### src/rtl/stage_sum_reader_pkg.sv
// Shared constants and state encoding for the output shift register consumer chain.
// Reused by the shift register and the later feature/threshold stages.
package stage_sum_reader_pkg;

    localparam int INPUT_WIDTH = 37;
    localparam int REG_DEPTH   = 5;
    localparam int SUM_GUARD   = 3;
    localparam int SUM_WIDTH   = INPUT_WIDTH + SUM_GUARD;
    localparam int IDX_WIDTH   = 3;

    localparam logic [IDX_WIDTH-1:0] LAST_IDX = 3'(REG_DEPTH - 1);

    typedef enum logic [1:0] {
        IDLE  = 2'd0,
        ACCUM = 2'd1,
        DONE  = 2'd2
    } state_t;

endpackage

### src/rtl/stage_sum_reader_if.sv
// Stage-value input bus and valid/ready sum output of the stage sum reader.
// master drives stage values and out_ready; slave is the reader itself.
interface stage_sum_reader_if #(
    parameter int input_width = stage_sum_reader_pkg::INPUT_WIDTH,
    parameter int sum_width   = input_width + stage_sum_reader_pkg::SUM_GUARD
);

    logic                          data_valid_in;
    logic signed [input_width-1:0] din_stage1;
    logic signed [input_width-1:0] din_stage2;
    logic signed [input_width-1:0] din_stage3;
    logic signed [input_width-1:0] din_stage4;
    logic signed [input_width-1:0] din_stage5;
    logic                          out_ready;
    logic signed [sum_width-1:0]   sum_out;
    logic                          sum_valid;
    logic                          busy;
    logic                          overrun;

    modport master (
        output data_valid_in, din_stage1, din_stage2, din_stage3, din_stage4, din_stage5,
        output out_ready,
        input  sum_out, sum_valid, busy, overrun
    );

    modport slave (
        input  data_valid_in, din_stage1, din_stage2, din_stage3, din_stage4, din_stage5,
        input  out_ready,
        output sum_out, sum_valid, busy, overrun
    );

endinterface

### src/rtl/stage_sum_reader_rise_detect.sv
// Rising-edge detector on the shift register's level valid; free-running so a
// level held across a freeze still yields only one window.
module stage_sum_reader_rise_detect (
    input  logic clk,
    input  logic rst,
    input  logic level,
    output logic rise
);

    logic dv_q_r;

    // Previous-cycle copy of the valid level.
    always_ff @(posedge clk or posedge rst) begin
        if (rst) begin
            dv_q_r <= 1'b0;
        end else begin
            dv_q_r <= level;
        end
    end

    assign rise = level & ~dv_q_r;

endmodule

### src/rtl/stage_sum_reader.sv
// Snapshots the five stage outputs on a new window, sums them with one adder over
// five cycles and hands the windowed sum downstream via valid/ready.
module stage_sum_reader
    import stage_sum_reader_pkg::*;
#(
    parameter int input_width = INPUT_WIDTH,
    parameter int sum_width   = input_width + SUM_GUARD
) (
    input  logic                 clk,
    input  logic                 rst,
    input  logic                 en,
    stage_sum_reader_if.slave    bus
);

    typedef logic signed [input_width-1:0] stage_t;
    typedef logic signed [sum_width-1:0]   sum_t;

    state_t               state_r;
    state_t               state_s;
    stage_t               snap_r [REG_DEPTH];
    stage_t               snap_s [REG_DEPTH];
    stage_t               din_s  [REG_DEPTH];
    sum_t                 acc_r;
    sum_t                 acc_s;
    sum_t                 term_s;
    logic [IDX_WIDTH-1:0] idx_r;
    logic [IDX_WIDTH-1:0] idx_s;
    sum_t                 sum_out_r;
    sum_t                 sum_out_s;
    logic                 sum_valid_r;
    logic                 sum_valid_s;
    logic                 busy_r;
    logic                 busy_s;
    logic                 overrun_r;
    logic                 overrun_s;
    logic                 dv_rise_s;
    logic                 transfer_s;

    function automatic sum_t sext(input stage_t v);
        return {{(sum_width - input_width){v[input_width-1]}}, v};
    endfunction

    stage_sum_reader_rise_detect u_rise_detect (
        .clk   (clk),
        .rst   (rst),
        .level (bus.data_valid_in),
        .rise  (dv_rise_s)
    );

    assign din_s[0] = bus.din_stage1;
    assign din_s[1] = bus.din_stage2;
    assign din_s[2] = bus.din_stage3;
    assign din_s[3] = bus.din_stage4;
    assign din_s[4] = bus.din_stage5;

    assign transfer_s = sum_valid_r & bus.out_ready & ~en;

    // Select the snapshot term addressed by idx, widened before it meets the accumulator.
    always_comb begin
        term_s = '0;
        case (idx_r)
            3'd0:    term_s = sext(snap_r[0]);
            3'd1:    term_s = sext(snap_r[1]);
            3'd2:    term_s = sext(snap_r[2]);
            3'd3:    term_s = sext(snap_r[3]);
            3'd4:    term_s = sext(snap_r[4]);
            default: term_s = '0;
        endcase
    end

    // Next-state and datapath updates; en high freezes everything and swallows rises.
    always_comb begin
        state_s     = state_r;
        snap_s      = snap_r;
        acc_s       = acc_r;
        idx_s       = idx_r;
        sum_out_s   = sum_out_r;
        sum_valid_s = sum_valid_r;
        overrun_s   = overrun_r;
        if (!en) begin
            case (state_r)
                IDLE: begin
                    if (dv_rise_s) begin
                        snap_s  = din_s;
                        acc_s   = '0;
                        idx_s   = '0;
                        state_s = ACCUM;
                    end else begin
                        state_s = IDLE;
                    end
                end
                ACCUM: begin
                    if (dv_rise_s) begin
                        overrun_s = 1'b1;
                    end else begin
                        overrun_s = overrun_r;
                    end
                    if (idx_r == LAST_IDX) begin
                        sum_out_s   = acc_r + term_s;
                        sum_valid_s = 1'b1;
                        state_s     = DONE;
                    end else begin
                        acc_s = acc_r + term_s;
                        idx_s = idx_r + 3'd1;
                    end
                end
                DONE: begin
                    if (transfer_s) begin
                        sum_valid_s = 1'b0;
                        // A window landing on the accepting edge starts straight away.
                        if (dv_rise_s) begin
                            snap_s  = din_s;
                            acc_s   = '0;
                            idx_s   = '0;
                            state_s = ACCUM;
                        end else begin
                            state_s = IDLE;
                        end
                    end else begin
                        if (dv_rise_s) begin
                            overrun_s = 1'b1;
                        end else begin
                            overrun_s = overrun_r;
                        end
                    end
                end
                default: begin
                    state_s     = IDLE;
                    sum_valid_s = 1'b0;
                end
            endcase
        end else begin
            state_s = state_r;
        end
        busy_s = (state_s != IDLE);
    end

    // State, snapshot, accumulator and output registers.
    always_ff @(posedge clk or posedge rst) begin
        if (rst) begin
            state_r     <= IDLE;
            for (int i = 0; i < REG_DEPTH; i++) begin
                snap_r[i] <= '0;
            end
            acc_r       <= '0;
            idx_r       <= '0;
            sum_out_r   <= '0;
            sum_valid_r <= 1'b0;
            busy_r      <= 1'b0;
            overrun_r   <= 1'b0;
        end else begin
            state_r     <= state_s;
            snap_r      <= snap_s;
            acc_r       <= acc_s;
            idx_r       <= idx_s;
            sum_out_r   <= sum_out_s;
            sum_valid_r <= sum_valid_s;
            busy_r      <= busy_s;
            overrun_r   <= overrun_s;
        end
    end

    assign bus.sum_out   = sum_out_r;
    assign bus.sum_valid = sum_valid_r;
    assign bus.busy      = busy_r;
    assign bus.overrun   = overrun_r;

endmodule
### src/flat_wrapper.sv
// flat-port wrapper written by rule: the top's interface ports become plain ports
module stage_sum_reader_flat import stage_sum_reader_pkg::*;
#(
    parameter int input_width = INPUT_WIDTH,
    parameter int sum_width   = input_width + SUM_GUARD
)
  (clk, rst, en, bus_data_valid_in, bus_din_stage1, bus_din_stage2, bus_din_stage3, bus_din_stage4, bus_din_stage5, bus_out_ready, bus_sum_out, bus_sum_valid, bus_busy, bus_overrun);
  stage_sum_reader_if #(.input_width(input_width), .sum_width(sum_width)) bus_i ();
  input  logic clk;
  input  logic rst;
  input  logic en;
  input wire logic [$bits(bus_i.data_valid_in)-1:0] bus_data_valid_in;
  input wire logic [$bits(bus_i.din_stage1)-1:0] bus_din_stage1;
  input wire logic [$bits(bus_i.din_stage2)-1:0] bus_din_stage2;
  input wire logic [$bits(bus_i.din_stage3)-1:0] bus_din_stage3;
  input wire logic [$bits(bus_i.din_stage4)-1:0] bus_din_stage4;
  input wire logic [$bits(bus_i.din_stage5)-1:0] bus_din_stage5;
  input wire logic [$bits(bus_i.out_ready)-1:0] bus_out_ready;
  output wire logic [$bits(bus_i.sum_out)-1:0] bus_sum_out;
  output wire logic [$bits(bus_i.sum_valid)-1:0] bus_sum_valid;
  output wire logic [$bits(bus_i.busy)-1:0] bus_busy;
  output wire logic [$bits(bus_i.overrun)-1:0] bus_overrun;
  assign bus_i.data_valid_in = bus_data_valid_in;
  assign bus_i.din_stage1 = bus_din_stage1;
  assign bus_i.din_stage2 = bus_din_stage2;
  assign bus_i.din_stage3 = bus_din_stage3;
  assign bus_i.din_stage4 = bus_din_stage4;
  assign bus_i.din_stage5 = bus_din_stage5;
  assign bus_i.out_ready = bus_out_ready;
  assign bus_sum_out = bus_i.sum_out;
  assign bus_sum_valid = bus_i.sum_valid;
  assign bus_busy = bus_i.busy;
  assign bus_overrun = bus_i.overrun;
  stage_sum_reader #(.input_width(input_width), .sum_width(sum_width)) u_core (.clk(clk), .rst(rst), .en(en), .bus(bus_i));
endmodule
### config.mk
export PLATFORM = sky130hd
export DESIGN_NAME = stage_sum_reader_flat
export DESIGN_NICKNAME = d
export VERILOG_FILES = /design/src/rtl/stage_sum_reader_pkg.sv /design/src/rtl/stage_sum_reader_if.sv /design/src/rtl/stage_sum_reader_rise_detect.sv /design/src/rtl/stage_sum_reader.sv /design/src/flat_wrapper.sv
export SDC_FILE = /design/constraint.sdc
export NUM_CORES = 1
export LEC_CHECK = 0
export CORE_MARGIN = 2
export CORE_UTILIZATION = 30
export CTS_CLUSTER_DIAMETER = 150
export CTS_CLUSTER_SIZE = 20
export DETAILED_ROUTE_END_ITERATION = 8
export SYNTH_ARGS = -nofsm -noshare
export SYNTH_HDL_FRONTEND = slang
export SYNTH_SLANG_ARGS = --single-unit
### constraint.sdc
create_clock -name clk -period 11.6 [get_ports clk]
set_input_delay 2.9 -clock clk [delete_from_list [all_inputs] [get_ports clk]]
set_output_delay 2.9 -clock clk [all_outputs]
set_load 0.01 [all_outputs]
* Yosys cells after proc, flatten, opt, wreduce, memory -nomap -nowiden
Cells that the tools add are included.
** Operators by class
- Add/sub/neg operators :: 2
- Multipliers :: 0
- Div/mod/pow operators :: 0
- Order comparisons :: 0
- Eq/ne operators :: 10
- Shifts and indexed selects :: 0
- Mux-type cells :: 23
- Bitwise gates (word level) :: 6
- Reductions and logical operators :: 11
** Operators by type and width (count)
- $mux 185 :: 2
- $pmux 185 s2 :: 1
- $pmux 40 s5 :: 1
- $mux 40 :: 3
- $pmux 40 s3 :: 1
- $add 40x40->40 :: 1
- $mux 3 :: 3
- $pmux 3 s3 :: 1
- $reduce_and 3->1 :: 3
- $reduce_and 4->1 :: 2
- $eq 3x2->1 const B :: 2
- $mux 2 :: 3
- $pmux 2 s3 :: 1
- $reduce_bool 2->1 :: 3
- $mux 1 :: 5
- $ne 2x1->1 const B :: 2
- $ne 2x2->1 const B :: 2
- $add 3x1->3 const B :: 1
- $and 1x1->1 :: 3
- $eq 3x1->1 const B :: 1
- $eq 3x3->1 const B :: 1
- $logic_not 3->1 :: 1
- $not 1->1 :: 3
- $pmux 1 s3 :: 1
- other kinds (5) :: 5
** Storage, ports and cells
- Register bits after elaboration :: 274
- Latch bits :: 0
- Memory bits (writable) :: 0
- ROM bits :: 0
- Input bits :: 190
- Output and inout bits :: 43
- Word-level logic and storage cells :: 65
- Memories :: 0

* Depth between registers and ports, before layout
- Depth after elaboration :: 7
- Gate-level depth with buffers :: 19
- Depth with buffers taken out :: 17

* Cells and area by module
A second synthesis with hierarchy kept.
** Unflattened totals
- Cell total of the unflattened synthesis :: 1122
- Area, all modules :: 13200.2 µm²
** Modules (own cells, without submodules)
- stage_sum_reader :: times used 1, cells an instance 1119, area an instance 13157.6 µm², seq. area each 6831.6 µm²
- stage_sum_reader_rise_detect :: times used 1, cells an instance 3, area an instance 42.5 µm², seq. area each 25.0 µm²

* Worst setup path after synthesis
Ideal clock, no wire load.
- Kind :: input -> register
- Start point :: input port en
- End point :: register u_core.snap_r[111] (netlist name)
- Library setup time :: 125 ps
- Arrival :: 4757 ps
- Required time :: 11475 ps
- Setup slack :: 6718 ps
- Cell stages on the path :: 6
- Buffers on the path :: 3
- Cells stage by stage :: clkbuf_1 -> or3b_2 -> nor3_1 -> clkbuf_1 -> buf_2 -> mux2_2
** Between the ends
- Word-level cells in the longest chain between the ends :: 4
** Ends and longest elaborated chain
- from (decl) :: RTL line flat_wrapper.sv:11 : input logic en;
- $not 1->1 (no line) *
- $and 1x1->1 :: RTL line stage_sum_reader.sv:56 : assign transfer_s = sum_valid_r & bus.out_ready & ~en;
- $ne 2x1->1 (no line)
- $reduce_and 3->1 (no line) *
- to (signal assigned) :: RTL line stage_sum_reader.sv:153 : snap_r <= snap_s;
- to (decl) :: RTL line stage_sum_reader.sv:20 : stage_t snap_r [REG_DEPTH];
Mark *: on every way between the ends. The rest lies on a longest branch, timed or not.
A chain may end at the register's enable or synchronous reset.

* Worst setup path after layout
- Start point :: register u_core.idx_r[0]
- End point :: register u_core.sum_out_r[32], in the netlist u_core.bus.sum_out[32]
** Between the ends
- Word-level cells in the longest chain between the ends :: 3
- Elaborated cells on any way between the ends :: 8
- Classes of those cells :: 1 x add/sub; 4 x eq/ne; 1 x mux; 2 x reduce/logical
** Ends and longest elaborated chain
- from (decl) :: RTL line stage_sum_reader.sv:26 : logic [IDX_WIDTH-1:0] idx_r;
- from (signal assigned) :: RTL line stage_sum_reader.sv:155 : idx_r <= idx_s;
- $eq 3x3->1 (tied with other cells) :: RTL line stage_sum_reader.sv:61, stage_sum_reader.sv:98
- $pmux 40 s5 :: RTL line stage_sum_reader.sv:61 : case (idx_r)
- $add 40x40->40 :: RTL line stage_sum_reader.sv:99 : sum_out_s = acc_r + term_s;
- to (signal assigned) :: RTL line stage_sum_reader.sv:156 : sum_out_r <= sum_out_s;
- to (decl) :: RTL line stage_sum_reader.sv:28 : sum_t sum_out_r;
Several ways; a longest one is shown, not always the timed one.

==> summary.txt <==
Job
  – Max_cap viols: 0

Place
  – IO buf count: 232
  – Cell area after placement: 16200 sq um
  – DP Worst Slack: 5950 ps
  – RD Place Congestion: about 0.85
  – HPWL Detailed: approximately 27000 um

Logic synthesis
  – Synth top area share: 51.6%
  – Distinct cell type count after synthesis: 60
  – Register area share after synthesis: between 50% and 60%
  – Most common cell in the synthesized netlist: dfrtp_1
  – Cell area after synthesis: 13300 sq um
  – Syn Area/Cell: 11.6 sq um
  – Post-synth EDFFs: 0
  – Post-synth top area cell: dfrtp_1
  – Asr flop ratio synth: 100%
  – Post-Synthesis Cells: 1146
  – Top FF cell, synth: dfrtp_1
  – Register bit total from synthesis: 274
  – Most instantiated cells after synthesis: 274 x dfrtp_1, 196 x mux2_2, 145 x nand2_1
  – Post-Syn Nets: 1381
  – Synth Warn #: 0
  – Area contributors post-synth: dfrtp_1 52%, mux2_2 17%, ha_1 4.1%

Drt
  – Via count of the routed design: 9665
  – Final WL: around 38000 um
  – DRT antenna net count: 0
  – DRC violations left: 0
  – WL per Instance: 19.6 um
  – Iteration-0 DRC Markers: between 600 and 700
  – First-pass detailed-route iteration total: 7
  – Avg Vias per Cell: 5.01

STA
  – Tcrit/Tclk final: 46.0%
  – Final hold viol count: 0
  – Max Fclk: 187 MHz
  – Final setup violation count: 0
  – Fin Hold WS: 478 ps
  – Skew final: 13.8 ps
  – Max-slew violation count: 0
  – Setup WS post-layout: 6260 ps
  – Unrepaired setup endpoints after global routing: false
  – Fin crit period: 5340 ps
  – Slew @ Worst Pin: 1230 ps
  – Slew headroom: 17.7%
  – Final setup TNS: 0 ps

Final layout
  – Area growth syn-to-layout: 25.1%
  – Fin area: 16600 sq um
  – Net count, final: 1569
  – Share of layout cells above drive strength 1: 18.5%

Global route
  – Largest net degree at the start of global routing: between 150 and 200
  – First-pass GRT wire length: about 58000 um
  – Total grt overflow: 0
  – Number of global-route vias before repair: 9802
  – Antenna violations before repair: 7
  – Global Route Usage Sum: 16.1%

Clocking
  – Max clock buf depth: 3
  – Root Buffer Master: clkbuf_16
  – H-tree depth: 1
  – Hold buffers post-CTS: 0
  – Postcts setup bufs: 0
  – Post-CTS resize count: 0
  – Clock Latency Late Sink: between 500 and 600 ps
  – CTS clock-pin slew for the worst setup and hold paths: 90 ps
  – CTS tree: built
  – CTS buffer count: 17
  – Clock sinks: 274

Power
  – Post-layout total power: 2.92 mW
  – Peak supply drop: 95.3 uV
  – Cell area power density: 176 nW/um^2
  – Static leakage: around 7.4 nW

Setup path
  – Kind of critical path: reg -> reg
  – Worst Setup End Kind: flip-flop
  – Worst EP arrival: 5730 ps
  – CP required: around 12000 ps
  – Worst setup SP type: flip-flop
  – CP Max Fanout: 37

Die
  – # rows: slightly below 80
  – Die Y: 214 um
  – Io pins: 233
  – Die area: about 46000 sq um
  – Initial core utilization: 30.2%
  – Core footprint: 43900 sq um
  – Chip width: 214 um

Hold path
  – Hold Path Class: reg -> reg

Run status
  – Status: finished clean
==> layout by cell type, fill, tap and decap left out, drive strengths merged, types with 7 or more instances in the layout <==
master         instances
a22o                  31
mux2                 197
nand4                  7
dfrtp                274
nand3                 32
inv                   15
a21o                  17
xor2                  15
nand2                145
nor3                   7
nor2                  23
a222oi                11
o21ai                 46
xnor2                 21
ha                    44
clkbuf                17
a22oi                 62
clkdlybuf4s50        232
o21bai                 7
a21oi                 50
buf                    9
==> per-stage QoR <==
step / cells / util [%]
final: 1930 / 37.8
after global routing: 1927 / 37.8
after global placement: 1907 / 36.8
after floorplan: 1146 / -
after CTS: 1925 / 37.8
after detailed placement: 1907 / 36.8
==> worst paths after layout <==
| check | start | end | slack [ps] | cells after the start |
|---|---|---|---|---|
| max | u_core.idx_r[0] | u_core.bus.sum_out[32] | 6260 | 18 |
| min | u_core.bus.sum_out[0] | u_core.bus.sum_out[0] | 480 | 2 |
| max reg2reg | u_core.idx_r[0] | u_core.bus.sum_out[32] | 6260 | 18 |
| min reg2reg | u_core.bus.sum_out[0] | u_core.bus.sum_out[0] | 480 | 2 |
| max in group asynchronous | rst | u_core.snap_r[42] | 7330 | 3 |
| min in group asynchronous | rst | u_core.bus.sum_out[39] | 2950 | 2 |
==> final cells by class <==
class | count | area, sq um
Inverter | 15 | 63.8
Sequential cell | 274 | 6860
Timing Repair Buffer | 241 | 2410
Fill cell | 4368 | 27300
Clock inverter | 1 | 8.76
Tap cell | 592 | 741
Clock buffer | 17 | 425
Antenna cell | 5 | 12.5
Multi-Input combinational cell | 785 | 6080
==> registers in the layout, summed over array words and instances, names as in the netlist <==
register,flops
u_core.bus.sum_out,40
u_core.bus.sum_valid,1
u_core.idx_r,3
u_core.snap_r,185
u_core.state_r,2
u_core.bus.overrun,1
u_core.acc_r,40
u_core.u_rise_detect.dv_q_r,1
u_core.bus.busy,1
==> worst max-delay path, cell delays in order (launching register included) <==
cell and delay (ps):
dfrtp_1 420, inv_1 120, ha_1 630, and2_2 250, buf_4 440, a22oi_1 130, nand3_1 210, ha_1 240
inv_1 70, fa_1 400, nand2b_1 180, a21oi_1 200, o21a_1 250, a41oi_1 210, o41ai_2 640, a21oi_1 230
o21ai_1 230, xnor2_1 210, o21ai_0 120
==> per-layer routing <==
metal  vias up  global-route usage, %  share of wire [%]  routed length (um)
met5         -                      0              0.061                  23
met4         4                   3.26                1.3                 501
met3        40                   3.06                5.5                2070
met2       209                   25.1                 44               16800
met1      4878                   23.4                 49               18400
li1       4534                      -                  -                   -
==> report_power, final <==
group,internal [mW],switching (mW),total [mW]
combinational,0.437,0.564,1.00
sequential,1.20,0.133,1.33
clock,0.264,0.325,0.589
==> kinds of logic (layout without fill, tap and decap cells) <==
logic type / Yosys count / in the layout / synth area share, %
flip-flops: 274 / 274 / 51.6
buffers and inverters: 87 / 274 / 2.76
adder cells (fa/ha/maj): 45 / 45 / 4.30
other: 0 / 5 / 0
AND/OR/NAND/NOR: 244 / 244 / 8.08
multiplexers: 197 / 197 / 16.7
AO/OA/AOI/OAI: 263 / 263 / 14.0
XOR/XNOR: 36 / 36 / 2.43
(Power assumes the default switching activity.)
